File: src/rtl/sine_note_sequencer_pkg.sv
// Shared definitions for the sine note sequencer.
// Holds the default widths, the C4 and rest step divisors, the FSM state
// encoding, the note table entry layout, and small helpers that map the
// "0 means something else" encodings of div and dur onto real counts.
package sine_note_sequencer_pkg;

  localparam int ADDR_W    = 8;          // sine BRAM address width
  localparam int DIV_W     = 16;         // clocks per address step
  localparam int DUR_W     = 24;         // address steps per note
  localparam int IDX_W     = 3;          // note table index width
  localparam int NUM_NOTES = 2 ** IDX_W;
  localparam int LEN_W     = IDX_W + 1;  // seq_len must be able to hold NUM_NOTES
  localparam int BRAM_LAT  = 2;          // BRAM read latency in clocks

  // C4 at 100 MHz: 100e6 / (261.63 Hz * 256 steps) ~= 1493 clocks per step.
  localparam logic [DIV_W-1:0] NOTE_C4_DIV = DIV_W'(1493);
  // A rest keeps the C4 step rate so its duration is measured in the same steps.
  localparam logic [DIV_W-1:0] REST_DIV    = NOTE_C4_DIV;

  typedef enum logic [1:0] {
    ST_IDLE = 2'd0,
    ST_LOAD = 2'd1,
    ST_PLAY = 2'd2
  } seq_state_t;

  typedef struct packed {
    logic [DIV_W-1:0] div;  // 0 = rest
    logic [DUR_W-1:0] dur;  // 0 behaves as 1
  } note_t;

  // Divisor actually used for step timing.
  function automatic logic [DIV_W-1:0] eff_div(input logic [DIV_W-1:0] d);
    return (d == '0) ? REST_DIV : d;
  endfunction

  // Duration actually used; a zero duration still plays one step.
  function automatic logic [DUR_W-1:0] eff_dur(input logic [DUR_W-1:0] d);
    return (d == '0) ? DUR_W'(1) : d;
  endfunction

endpackage

File: src/rtl/sine_note_sequencer_if.sv
// Bundle of control, configuration and BRAM/PWM-side signals of the
// sine note sequencer.
//   master : CPU/config side (drives start/stop/cfg, observes status)
//   slave  : the sequencer itself
// Signalling: there is no valid/ready pair here. start, stop and cfg_we are
// single-cycle strobes sampled on the rising clock edge; seq_len and loop_en
// are sampled together with an accepted start; cfg_idx/div/dur are sampled
// together with cfg_we. done, cfg_err and sample_valid are single-cycle pulses.
// state is the live FSM state, exported for observation only.
interface sine_note_sequencer_if;
  import sine_note_sequencer_pkg::*;

  logic              start;
  logic              stop;
  logic              loop_en;
  logic [LEN_W-1:0]  seq_len;
  logic              cfg_we;
  logic [IDX_W-1:0]  cfg_idx;
  logic [DIV_W-1:0]  cfg_div;
  logic [DUR_W-1:0]  cfg_dur;

  logic [ADDR_W-1:0] bram_addr;
  logic              bram_en;
  logic              sample_valid;
  logic              mute;
  logic              busy;
  logic [IDX_W-1:0]  note_idx;
  logic              done;
  logic              cfg_err;
  seq_state_t        state;

  modport master (
    output start, stop, loop_en, seq_len, cfg_we, cfg_idx, cfg_div, cfg_dur,
    input  bram_addr, bram_en, sample_valid, mute, busy, note_idx, done,
           cfg_err, state
  );

  modport slave (
    input  start, stop, loop_en, seq_len, cfg_we, cfg_idx, cfg_div, cfg_dur,
    output bram_addr, bram_en, sample_valid, mute, busy, note_idx, done,
           cfg_err, state
  );

endinterface

File: src/rtl/sine_note_sequencer_note_table.sv
// note_table: NUM_NOTES-entry register file of {div, dur} note entries.
// Ports:
//   clk, rst_n : clock, asynchronous active-low reset (clears all entries)
//   we         : write strobe, entry updated on the next rising edge
//   wr_idx     : entry to write
//   wr_note    : data to write
//   rd_idx     : entry to read (asynchronous read)
//   rd_note    : contents of entry rd_idx
module note_table
  import sine_note_sequencer_pkg::*;
(
  input  logic             clk,
  input  logic             rst_n,
  input  logic             we,
  input  logic [IDX_W-1:0] wr_idx,
  input  note_t            wr_note,
  input  logic [IDX_W-1:0] rd_idx,
  output note_t            rd_note
);

  note_t mem_q [NUM_NOTES];

  always_ff @(posedge clk or negedge rst_n) begin
    if (!rst_n) begin
      for (int i = 0; i < NUM_NOTES; i++) begin
        mem_q[i] <= '0;
      end
    end else if (we) begin
      mem_q[wr_idx] <= wr_note;
    end
  end

  assign rd_note = mem_q[rd_idx];

endmodule

File: src/rtl/sine_note_sequencer.sv
// sine_note_sequencer: steps the sine BRAM address at each note's divisor
// rate, walks a programmable note table, and tells the PWM stage when the
// BRAM output is a fresh sample and when to stay silent.
// Ports:
//   clk    : system clock (100 MHz)
//   rst_n  : asynchronous active-low reset
//   sif    : slave side of sine_note_sequencer_if (control, config, BRAM
//            address/enable, sample_valid, mute, status pulses, FSM state)
module sine_note_sequencer
  import sine_note_sequencer_pkg::*;
(
  input  logic                 clk,
  input  logic                 rst_n,
  sine_note_sequencer_if.slave sif
);

  seq_state_t          state_q, state_d;
  logic [IDX_W-1:0]    note_idx_q, note_idx_d;
  logic [ADDR_W-1:0]   addr_q, addr_d;
  logic [DIV_W-1:0]    div_q, div_d;
  logic [DIV_W-1:0]    div_cnt_q, div_cnt_d;
  logic [DUR_W-1:0]    dur_q, dur_d;
  logic [DUR_W-1:0]    step_cnt_q, step_cnt_d;
  logic [LEN_W-1:0]    len_q, len_d;
  logic                loop_q, loop_d;
  logic                step_q, step_d;
  logic [BRAM_LAT-1:0] sv_sr_q, sv_sr_d;
  logic                en_q, en_d;
  logic                mute_q, mute_d;
  logic                done_q, done_d;
  logic                cfg_err_q, cfg_err_d;

  logic  tbl_we;
  note_t wr_note;
  note_t rd_note;
  logic  step_hit;
  logic  note_end;
  logic  last_note;
  logic  seq_len_ok;

  assign wr_note.div = sif.cfg_div;
  assign wr_note.dur = sif.cfg_dur;

  // The read port follows the next note index so the entry being loaded is
  // visible one cycle early; this lets bram_en/mute be registered and still
  // be correct during the LOAD cycle itself.
  note_table u_note_table (
    .clk     (clk),
    .rst_n   (rst_n),
    .we      (tbl_we),
    .wr_idx  (sif.cfg_idx),
    .wr_note (wr_note),
    .rd_idx  (note_idx_d),
    .rd_note (rd_note)
  );

  assign step_hit   = (div_cnt_q == eff_div(div_q) - DIV_W'(1));
  assign note_end   = (step_cnt_q == eff_dur(dur_q) - DUR_W'(1));
  assign last_note  = ({1'b0, note_idx_q} == len_q - LEN_W'(1));
  assign seq_len_ok = (sif.seq_len != '0) && (sif.seq_len <= LEN_W'(NUM_NOTES));

  always_comb begin
    state_d    = state_q;
    note_idx_d = note_idx_q;
    addr_d     = addr_q;
    div_d      = div_q;
    div_cnt_d  = div_cnt_q;
    dur_d      = dur_q;
    step_cnt_d = step_cnt_q;
    len_d      = len_q;
    loop_d     = loop_q;
    step_d     = 1'b0;
    sv_sr_d    = {sv_sr_q[BRAM_LAT-2:0], step_q};
    done_d     = 1'b0;
    cfg_err_d  = 1'b0;
    tbl_we     = 1'b0;
    en_d       = 1'b0;

    // The table may only change while nothing is reading it.
    if (sif.cfg_we) begin
      if (state_q == ST_IDLE) tbl_we = 1'b1;
      else                    cfg_err_d = 1'b1;
    end

    if (sif.stop) begin
      // Abort wins over everything, including a simultaneous start; samples
      // still in the BRAM pipeline must not be announced.
      state_d = ST_IDLE;
      sv_sr_d = '0;
    end else begin
      case (state_q)
        ST_IDLE: begin
          if (sif.start) begin
            if (seq_len_ok) begin
              state_d    = ST_LOAD;
              note_idx_d = '0;
              addr_d     = '0;
              len_d      = sif.seq_len;
              loop_d     = sif.loop_en;
            end else begin
              cfg_err_d = 1'b1;
            end
          end
        end
        ST_LOAD: begin
          div_d      = rd_note.div;
          dur_d      = rd_note.dur;
          div_cnt_d  = '0;
          step_cnt_d = '0;
          state_d    = ST_PLAY;
        end
        ST_PLAY: begin
          if (step_hit) begin
            div_cnt_d  = '0;
            step_cnt_d = step_cnt_q + DUR_W'(1);
            // A rest keeps time but holds the phase and emits no sample.
            if (div_q != '0) begin
              addr_d = addr_q + ADDR_W'(1);
              step_d = 1'b1;
            end
            if (note_end) begin
              if (!last_note) begin
                note_idx_d = note_idx_q + IDX_W'(1);
                state_d    = ST_LOAD;
              end else if (loop_q) begin
                note_idx_d = '0;
                state_d    = ST_LOAD;
              end else begin
                done_d  = 1'b1;
                state_d = ST_IDLE;
              end
            end
          end else begin
            div_cnt_d = div_cnt_q + DIV_W'(1);
          end
        end
        default: state_d = ST_IDLE;
      endcase
    end

    // Audible only while a non-rest note is loading or playing.
    case (state_d)
      ST_LOAD: en_d = (rd_note.div != '0);
      ST_PLAY: en_d = (div_d != '0);
      default: en_d = 1'b0;
    endcase
    mute_d = ~en_d;
  end

  always_ff @(posedge clk or negedge rst_n) begin
    if (!rst_n) begin
      state_q    <= ST_IDLE;
      note_idx_q <= '0;
      addr_q     <= '0;
      div_q      <= '0;
      div_cnt_q  <= '0;
      dur_q      <= '0;
      step_cnt_q <= '0;
      len_q      <= '0;
      loop_q     <= 1'b0;
      step_q     <= 1'b0;
      sv_sr_q    <= '0;
      en_q       <= 1'b0;
      mute_q     <= 1'b1;
      done_q     <= 1'b0;
      cfg_err_q  <= 1'b0;
    end else begin
      state_q    <= state_d;
      note_idx_q <= note_idx_d;
      addr_q     <= addr_d;
      div_q      <= div_d;
      div_cnt_q  <= div_cnt_d;
      dur_q      <= dur_d;
      step_cnt_q <= step_cnt_d;
      len_q      <= len_d;
      loop_q     <= loop_d;
      step_q     <= step_d;
      sv_sr_q    <= sv_sr_d;
      en_q       <= en_d;
      mute_q     <= mute_d;
      done_q     <= done_d;
      cfg_err_q  <= cfg_err_d;
    end
  end

  assign sif.bram_addr    = addr_q;
  assign sif.bram_en      = en_q;
  assign sif.sample_valid = sv_sr_q[BRAM_LAT-1];
  assign sif.mute         = mute_q;
  assign sif.busy         = (state_q != ST_IDLE);
  assign sif.note_idx     = note_idx_q;
  assign sif.done         = done_q;
  assign sif.cfg_err      = cfg_err_q;
  assign sif.state        = state_q;

endmodule

File: src/flat_wrapper.sv
// flat-port wrapper written by rule: the top's interface ports become plain ports
module sine_note_sequencer_flat import sine_note_sequencer_pkg::*;
  (clk, rst_n, sif_start, sif_stop, sif_loop_en, sif_seq_len, sif_cfg_we, sif_cfg_idx, sif_cfg_div, sif_cfg_dur, sif_bram_addr, sif_bram_en, sif_sample_valid, sif_mute, sif_busy, sif_note_idx, sif_done, sif_cfg_err, sif_state);
  sine_note_sequencer_if sif_i ();
  input  logic clk;
  input  logic rst_n;
  input wire logic [$bits(sif_i.start)-1:0] sif_start;
  input wire logic [$bits(sif_i.stop)-1:0] sif_stop;
  input wire logic [$bits(sif_i.loop_en)-1:0] sif_loop_en;
  input wire logic [$bits(sif_i.seq_len)-1:0] sif_seq_len;
  input wire logic [$bits(sif_i.cfg_we)-1:0] sif_cfg_we;
  input wire logic [$bits(sif_i.cfg_idx)-1:0] sif_cfg_idx;
  input wire logic [$bits(sif_i.cfg_div)-1:0] sif_cfg_div;
  input wire logic [$bits(sif_i.cfg_dur)-1:0] sif_cfg_dur;
  output wire logic [$bits(sif_i.bram_addr)-1:0] sif_bram_addr;
  output wire logic [$bits(sif_i.bram_en)-1:0] sif_bram_en;
  output wire logic [$bits(sif_i.sample_valid)-1:0] sif_sample_valid;
  output wire logic [$bits(sif_i.mute)-1:0] sif_mute;
  output wire logic [$bits(sif_i.busy)-1:0] sif_busy;
  output wire logic [$bits(sif_i.note_idx)-1:0] sif_note_idx;
  output wire logic [$bits(sif_i.done)-1:0] sif_done;
  output wire logic [$bits(sif_i.cfg_err)-1:0] sif_cfg_err;
  output wire logic [$bits(sif_i.state)-1:0] sif_state;
  assign sif_i.start = sif_start;
  assign sif_i.stop = sif_stop;
  assign sif_i.loop_en = sif_loop_en;
  assign sif_i.seq_len = sif_seq_len;
  assign sif_i.cfg_we = sif_cfg_we;
  assign sif_i.cfg_idx = sif_cfg_idx;
  assign sif_i.cfg_div = sif_cfg_div;
  assign sif_i.cfg_dur = sif_cfg_dur;
  assign sif_bram_addr = sif_i.bram_addr;
  assign sif_bram_en = sif_i.bram_en;
  assign sif_sample_valid = sif_i.sample_valid;
  assign sif_mute = sif_i.mute;
  assign sif_busy = sif_i.busy;
  assign sif_note_idx = sif_i.note_idx;
  assign sif_done = sif_i.done;
  assign sif_cfg_err = sif_i.cfg_err;
  assign sif_state = sif_i.state;
  sine_note_sequencer u_core (.clk(clk), .rst_n(rst_n), .sif(sif_i));
endmodule
File: config.mk
export PLATFORM = sky130hd
export DESIGN_NAME = sine_note_sequencer_flat
export DESIGN_NICKNAME = d
export VERILOG_FILES = /design/src/rtl/sine_note_sequencer_pkg.sv /design/src/rtl/sine_note_sequencer_if.sv /design/src/rtl/sine_note_sequencer_note_table.sv /design/src/rtl/sine_note_sequencer.sv /design/src/flat_wrapper.sv
export SDC_FILE = /design/constraint.sdc
export NUM_CORES = 1
export LEC_CHECK = 0
export BUFFER_PORTS_ARGS = -buffer_cell sky130_fd_sc_hd__buf_2
export CAP_MARGIN = 20
export CORE_AREA = 2 2 208 210
export CTS_BUF_LIST = sky130_fd_sc_hd__clkbuf_16
export DETAILED_ROUTE_END_ITERATION = 10
export DIE_AREA = 0 0 210 212
export HOLD_SLACK_MARGIN = 0.12
export PLACE_DENSITY_LB_ADDON = 0.05
export SLEW_MARGIN = 15
export SYNTH_ARGS = -nofsm -noshare
export SYNTH_HDL_FRONTEND = slang
export SYNTH_SLANG_ARGS = --single-unit
File: constraint.sdc
create_clock -name clk -period 5.7 [get_ports clk]
set_input_delay 0.57 -clock clk [delete_from_list [all_inputs] [get_ports clk]]
set_output_delay 0.57 -clock clk [all_outputs]
set_load 0.01 [all_outputs]
; After elaboration in Yosys (flattened, before gate mapping)
; Index checks and enable logic that the tools add are counted.
[op_classes]
n_addsub = 7
bitwise = 4
n_shift = 0
multipliers = 0
mux = 55
div_mod_pow = 0
n_eq_ne = 11
n_lt_le_gt_ge = 4
n_reduce_logical = 17
[op_table]
columns = cell, count
row1 = bitwise mux 320 bit, 1
row2 = binary-select mux 40 bit (select 3 bit), 1
row3 = demux 40 bit (select 3 bit), 1
row4 = 2-to-1 mux 40 bit, 3
row5 = 2-to-1 mux 16 bit, 4
row6 = 2-to-1 mux 24 bit, 2
row7 = case mux 24 bit (2 select lines), 1
row8 = nonzero test 16 bit, 3
row9 = 2-to-1 mux 8 bit, 4
row10 = case mux 16 bit (2 select lines), 1
row11 = "adder 24 x 1 -> 24 bit, second input constant", 1
row12 = equality test 24 bit, 1
row13 = logical NOT 24 bit, 1
row14 = "subtractor 24 x 1 -> 24 bit, second input constant", 1
row15 = 2-to-1 mux 3 bit, 7
row16 = 2-to-1 mux 1 bit, 19
row17 = "adder 16 x 1 -> 16 bit, second input constant", 1
row18 = equality test 16 bit, 1
row19 = logical NOT 16 bit, 1
row20 = case mux 8 bit (2 select lines), 1
row21 = "subtractor 16 x 1 -> 16 bit, second input constant", 1
row22 = 2-to-1 mux 2 bit, 7
row23 = "adder 8 x 1 -> 8 bit, second input constant", 1
row24 = ">= comparator 4 bit, second input constant", 2
row25 = 22 further kinds, 32
[totals]
word_cells = 129
ramBits = 0
output_inout_bits = 19
in_bits = 53
latch_bits = 0
register_bits = 425
mem_count = 0
romBits = 0

; Longest topological paths before layout
[logic_depth]
word_depth = 17
ltp_mapped = 24
ltp_nobuf = 20

; Cells and area by module
; Synthesis repeated with hierarchy kept, for this count alone.
[unflattened]
cells_unflattened = 1585
hier_area_um2 = 21436.8
[by_module_without_submodules]
columns = mod, area_each_um2, n_inst, seq_area_each_um2, cells_per_inst
row1 = note_table, 14559.0, 1, 8007.7, 822
row2 = sine_note_sequencer, 6877.8, 1, 2628.8, 763

; Worst setup path before layout
; No wires, ideal clock.
[synth_path]
path_kind = register -> register
start = register u_core.dur_q[13]
end = register u_core.en_q (netlist: u_core.sif.bram_en)
setup_time_ns = 0.118
path_buffers = 4
period_less_slack_ns = 5.531
stages_incl_launch_ff = 23
path_slack_ns = 0.169
arrival_ns = 5.413
path_cell_list = dfrtp_1 clkbuf_1 nor2_1 and4_1 clkbuf_1 a41oi_1 ha_1 nor4b_1 nand4b_1 o31a_1 a211o_1 or4b_4 nand4bb_1 nor3_4 o21a_1 buf_6 buf_6 mux2_1 o2111ai_1 o211ai_1 nor4_1 nand4_1 a21o_1
[synth_between]
elab_chain_cells = 16
word_cells_on_any_way = 23
cone_classes = add/sub: 1 / eq/ne: 3 / mux: 15 / bitwise: 1 / reduce/logical: 3
[synth_lines]
columns = item, line
row1 = from (decl), sine_note_sequencer.sv:22  ; logic [DUR_W-1:0] dur_q, dur_d;
row2 = from (signal assigned), sine_note_sequencer.sv:173  ; dur_q <= dur_d;
row3 = logical NOT 24 bit, sine_note_sequencer_pkg.sv:38  ; return (d == '0) ? DUR_W'(1) : d;
row4 = 2-to-1 mux 24 bit (*), sine_note_sequencer_pkg.sv:38
row5 = subtractor 24 x 1 -> 24 bit (*), sine_note_sequencer.sv:58  ; assign note_end = (step_cnt_q == eff_dur(dur_q) - DUR_W'(1));
row6 = equality test 24 bit (*), sine_note_sequencer.sv:58
row7 = 2-to-1 mux 3 bit (*), sine_note_sequencer.sv:121  ; if (note_end) begin
row8 = 2-to-1 mux 3 bit (*), sine_note_sequencer.sv:113  ; if (step_hit) begin
row9 = case mux 3 bit (2 select lines) (*), sine_note_sequencer.sv:91  ; case (state_q)
row10 = 2-to-1 mux 3 bit (*), sine_note_sequencer.sv:85  ; if (sif.stop) begin
row11 = inverter 3 -> 4 bit (not written as such) (*), sine_note_sequencer_note_table.sv:33  ; assign rd_note = mem_q[rd_idx];
row12 = binary-select mux 40 bit (select 3 bit) (*), sine_note_sequencer_note_table.sv:33
row13 = 2-to-1 mux 40 bit (not written as such) (*) (2 in a row), sine_note_sequencer_note_table.sv:33
row14 = 2-to-1 mux 16 bit (*), sine_note_sequencer.sv:91
row15 = 2-to-1 mux 16 bit (*), sine_note_sequencer.sv:85
row16 = via u_core.div_d[2], sine_note_sequencer.sv:20  ; logic [DIV_W-1:0] div_q, div_d;
row17 = nonzero test 16 bit (*), sine_note_sequencer.sv:144  ; ST_PLAY: en_d = (div_d != '0);
row18 = case mux 1 bit (2 select lines) (*), sine_note_sequencer.sv:142  ; case (state_d)
row19 = via u_core.en_d, sine_note_sequencer.sv:28  ; logic en_q, en_d;
row20 = to (signal assigned), sine_note_sequencer.sv:179  ; en_q <= en_d;
row21 = to (decl), sine_note_sequencer.sv:28
; The timed path passes the listed nets; every way through them passes the cells marked *. The select of a mux whose other input is x is not followed.
; A chain may end at the register's enable or synchronous reset.

; Final worst setup path
[layout_path]
start = register u_core.div_q[10]
end = register u_core.en_q (netlist: u_core.sif.bram_en)
[layout_between]
elab_chain_cells = 15
word_cells_on_any_way = 21
cone_classes = add/sub: 1 / eq/ne: 3 / mux: 13 / bitwise: 1 / reduce/logical: 3
[layout_lines]
columns = item, line
row1 = from (decl), sine_note_sequencer.sv:20
row2 = from (signal assigned), sine_note_sequencer.sv:171  ; div_q <= div_d;
row3 = logical NOT 16 bit, sine_note_sequencer_pkg.sv:33  ; return (d == '0) ? REST_DIV : d;
row4 = 2-to-1 mux 16 bit (*), sine_note_sequencer_pkg.sv:33
row5 = subtractor 16 x 1 -> 16 bit (*), sine_note_sequencer.sv:57  ; assign step_hit = (div_cnt_q == eff_div(div_q) - DIV_W'(1));
row6 = equality test 16 bit (*), sine_note_sequencer.sv:57
row7 = 2-to-1 mux 3 bit (*), sine_note_sequencer.sv:113
row8 = case mux 3 bit (2 select lines) (*), sine_note_sequencer.sv:91
row9 = 2-to-1 mux 3 bit (*), sine_note_sequencer.sv:85
row10 = inverter 3 -> 4 bit (not written as such) (*), sine_note_sequencer_note_table.sv:33
row11 = binary-select mux 40 bit (select 3 bit) (*), sine_note_sequencer_note_table.sv:33
row12 = 2-to-1 mux 40 bit (not written as such) (*) (2 in a row), sine_note_sequencer_note_table.sv:33
row13 = 2-to-1 mux 16 bit (*), sine_note_sequencer.sv:91
row14 = 2-to-1 mux 16 bit (*), sine_note_sequencer.sv:85
row15 = via u_core.div_d[8], sine_note_sequencer.sv:20
row16 = nonzero test 16 bit (*), sine_note_sequencer.sv:144
row17 = case mux 1 bit (2 select lines) (*), sine_note_sequencer.sv:142
row18 = via u_core.en_d, sine_note_sequencer.sv:28
; Marks and branches as above.

==> out/results.ini <==
[status]
outcome = finished clean

[sta]
finalCritPeriodShare_pct = 97.62
tightest_slew_ps = 1025
whs_ps = 232.8
drv_slew = 0
max_freq_ghz = 0.1797
setup_slack_ps = 135.7
relSlewSlack_pct = 31.03
min_period_ps = 5564
rsz0062_at_grt = false
hold_viol = 0
clock-skew-final_ps = 14.17
setup_viol = 0

[detailed_routing]
detail_route.vias_per_cell = 6.052
drc_errors = 0
drt_iter0_markers = 1397
wire_per_inst_um = 22.59
dr.pass1.iters = 5
antenna_left = 0
wl_mm = 63.50
vias = 17010

[hold_path]
hold_class = in -> reg
holdPathStages = 2
hold_end = u_core.len_q[0]
min_from = sif_seq_len[0]

[synth]
synthFlopType = dfrtp_1
synth_largest_area_cell = dfrtp_1
synth_edf_count = 0
ys_seq_area_share_pct = 48.81
async_flop_share_pct = 100.0
synth.avg_cell_area_um2 = 10.22
yosysMostFrequentCell = dfrtp_1
synthCells = 2133
syn_nets = 2199
ys_top_cells_by_area = dfrtp_1, mux2_2, nand2_1, nand3_1, o211ai_1
ys_ff_latch = 425
synthDistinctLibCells = 74
yosys_warnings = 0
synth_top_area_share_pct = 48.69
syn_area_um2 = 21790
yosys-top-cells-count = dfrtp_1, mux2_2, nand2_1

[grt]
antenna_found_initial = 2
grt_overflow = 0
grt_max_degree = 136
gr-usage-all-layers_pct = 28.81
first_global_vias = 16800
grt_pass1_wl_mm = 99.15

[worst_setup_path]
crit_chain = or4_4 > nor4_4 > nor2_1 > ha_2 > nor3b_1 > buf_4 > nand3_1 > o311ai_1 > a2111oi_1 > nand4_1 > or4_4 > nor3_4 > o21a_4 > buf_12 > mux2_2 > o211ai_1 > nand3_2 > nor4_4 > buf_4 > nand4_1 > a21o_1
cp_top_family = simple AND/OR/NAND/NOR gates
slowest_delay_ps = 630
crit_path_start_kind = flip-flop
cp_slowest_cell = or4_4
crit_type = reg -> reg
crit_buf_inv = 3
reg2reg_depth = 21
worstPathMaxFanout = 13
rr_endpoint = u_core.sif.bram_en
crit_path_end_kind = flip-flop
cp.required_ps = 6180
critical_path_arrival_ps = 6040
worstReg2RegStart = u_core.div_q[10]
reg2reg_slack_ps = 140

[final_layout]
fin_nets = 2295
area_growth_pct = 14.95
fin_cells = 2811
n_antenna_cell = 0
nFillCells = 3656
drive_gt1_share_pct = 27.51

[power]
switching_share_pct = 33.16
powerDensity_nw_per_um2 = 432.3
p_int_mw = 7.237
power_mw = 10.83
switchingPower_mw = 3.591
p_leak_nw = 10.80
combPwrFrac_pct = 30.0
ir_drop_mv = 0.3069
seq_power_share_pct = 41.2
clkPwrFrac_pct = 28.8

[cts]
htree_levels = 2
clk_latency_ps = 590
clkTransAtPathRegs_ps = 60
cts_tree = yes
cts_buffers = 47
clkSinkCount = 425
cts_root_buffer = clkbuf_16
cts_max_path_buffers = 3

[floorplanning]
rows = 76
start_util_pct = 51.27
die_y_um = 212
coreArea_um2 = 42510
dieArea_um2 = 44520
ios = 72
die_x_um = 210

[place]
placed_cells = 2710
io_buffer_count = 71
place_hpwl_mm = 41.98
gp_congestion = 0.9576
post-place-ws_ps = -201.1

[run]
maxCapViolations = 0

final cells by class:
| type | instances | area, µm² | share of cell area, % |
|---|---|---|---|
| Sequential cell | 425 | 10640 | 42.46 |
| Multi-Input combinational cell | 1507 | 10590 | 42.28 |
| Timing Repair Buffer | 187 | 1339 | 5.345 |
| Clock buffer | 48 | 1201 | 4.795 |
| Tap cell | 546 | 683.2 | 2.727 |
| Clock inverter | 37 | 366.6 | 1.464 |
| Inverter | 61 | 231.5 | 0.9241 |
power by group through the flow:
stage	clock network [mW]	logic, mW	registers [mW]
floorplan	0	2.00	4.35
global placement	0	3.08	4.44
detailed placement	0	3.11	4.48
CTS	3.18	3.13	4.43
global route	3.29	3.55	4.55
finish	3.12	3.25	4.46
metrics by stage:
| stage | TNS, ps | utilization [%] | cell area [µm²] |
|---|---|---|---|
| CTS | 0 | 58.28 | 24770 |
| global placement | -291.5 | 54.49 | 23160 |
| floorplan | 0 | - | 21790 |
| detailed placement | -337.2 | 54.49 | 23160 |
| finish | 0 | 58.93 | 25050 |
| global route | 0 | 58.93 | 25050 |
worst register-to-register path, delay by kind of cell (launching register included):
| family | cells | cell delay, ps |
|---|---|---|
| compound gates | 5 | 1190 |
| fa+ha+maj | 1 | 200 |
| buf+inv | 3 | 450 |
| flops | 1 | 380 |
| mux | 1 | 340 |
| simple gates | 11 | 2870 |
timing repair:
action | in CTS | in global routing
endpoints found under the hold margin | 29 | 0
endpoints found under the setup margin | 2 | 9
buffers inserted | 2 | 12
resized for setup | 4 | 34
pin swaps | 1 | 13
hold buffers | 1 | 0
cells in the final DEF, fill, tap and decap left out, types with 6 or more instances in the layout:
cell       count
and3_1        10
nand4_1       32
mux2_2       306
or3_1         18
ha_1          11
nand2_1      305
xor2_1        43
nor2_1       100
a31oi_1       30
nor2b_1        6
o2111ai_1      7
nor4_1        52
or4_1          8
mux2_1        10
clkinv_1       9
a22oi_1        7
buf_2         70
mux2i_1       12
bufinv_16      7
nor3_1        28
buf_12         7
a21oi_1       33
o21ai_0       64
xnor2_1       36
nand2b_1      11
nor2_4         6
inv_1         65
dfrtp_1      424
nand3_1      182
buf_4        104
o211ai_1      68
clkbuf_16     48
clkinv_2      10
logic make-up after synthesis:
family / after synthesis / synth area share (%)
buf+inv: 201 / 3.812
simple gates: 822 / 18.45
xor+xnor: 79 / 3.175
compound gates: 265 / 8.130
fa+ha+maj: 13 / 0.7464
flops: 425 / 48.81
mux: 328 / 16.88
flip-flops by register name (all words and copies together), names as in the netlist, 2 cells and up:
| name | cells |
|---|---|
| u_core.div_q | 16 |
| u_core.sv_sr_q | 2 |
| u_core.dur_q | 24 |
| u_core.sif.note_idx | 3 |
| u_core.div_cnt_q | 16 |
| u_core.len_q | 4 |
| u_core.step_cnt_q | 24 |
| u_core.u_note_table.mem_q | 320 |
| u_core.sif.bram_addr | 8 |
| u_core.sif.state | 2 |
layer usage:
| metal | vias up | track usage, % | routed length (µm) |
|---|---|---|---|
| met4 | 4 | 8.291 | 1340 |
| li1 | 7832 | - | - |
| met3 | 88 | 4.564 | 4139 |
| met1 | 8600 | 44.31 | 31050 |
| met5 | - | 0 | 27 |
| met2 | 488 | 41.98 | 26940 |
worst max path at each step:
stage,start,to,slack (ps),depth (start not counted)
after global placement,u_core.div_q[9],u_core.sif.bram_en,-180,21
after global routing,u_core.div_q[10],u_core.sif.bram_en,10,21
after detailed placement,u_core.div_q[9],u_core.sif.bram_en,-200,21
after floorplan,u_core.dur_q[13],u_core.sif.bram_en,170,22
after CTS,u_core.dur_q[17],u_core.sif.bram_en,10,20
final,u_core.div_q[10],u_core.sif.bram_en,140,21
No activity file was read; power rests on OpenSTA's default activity.
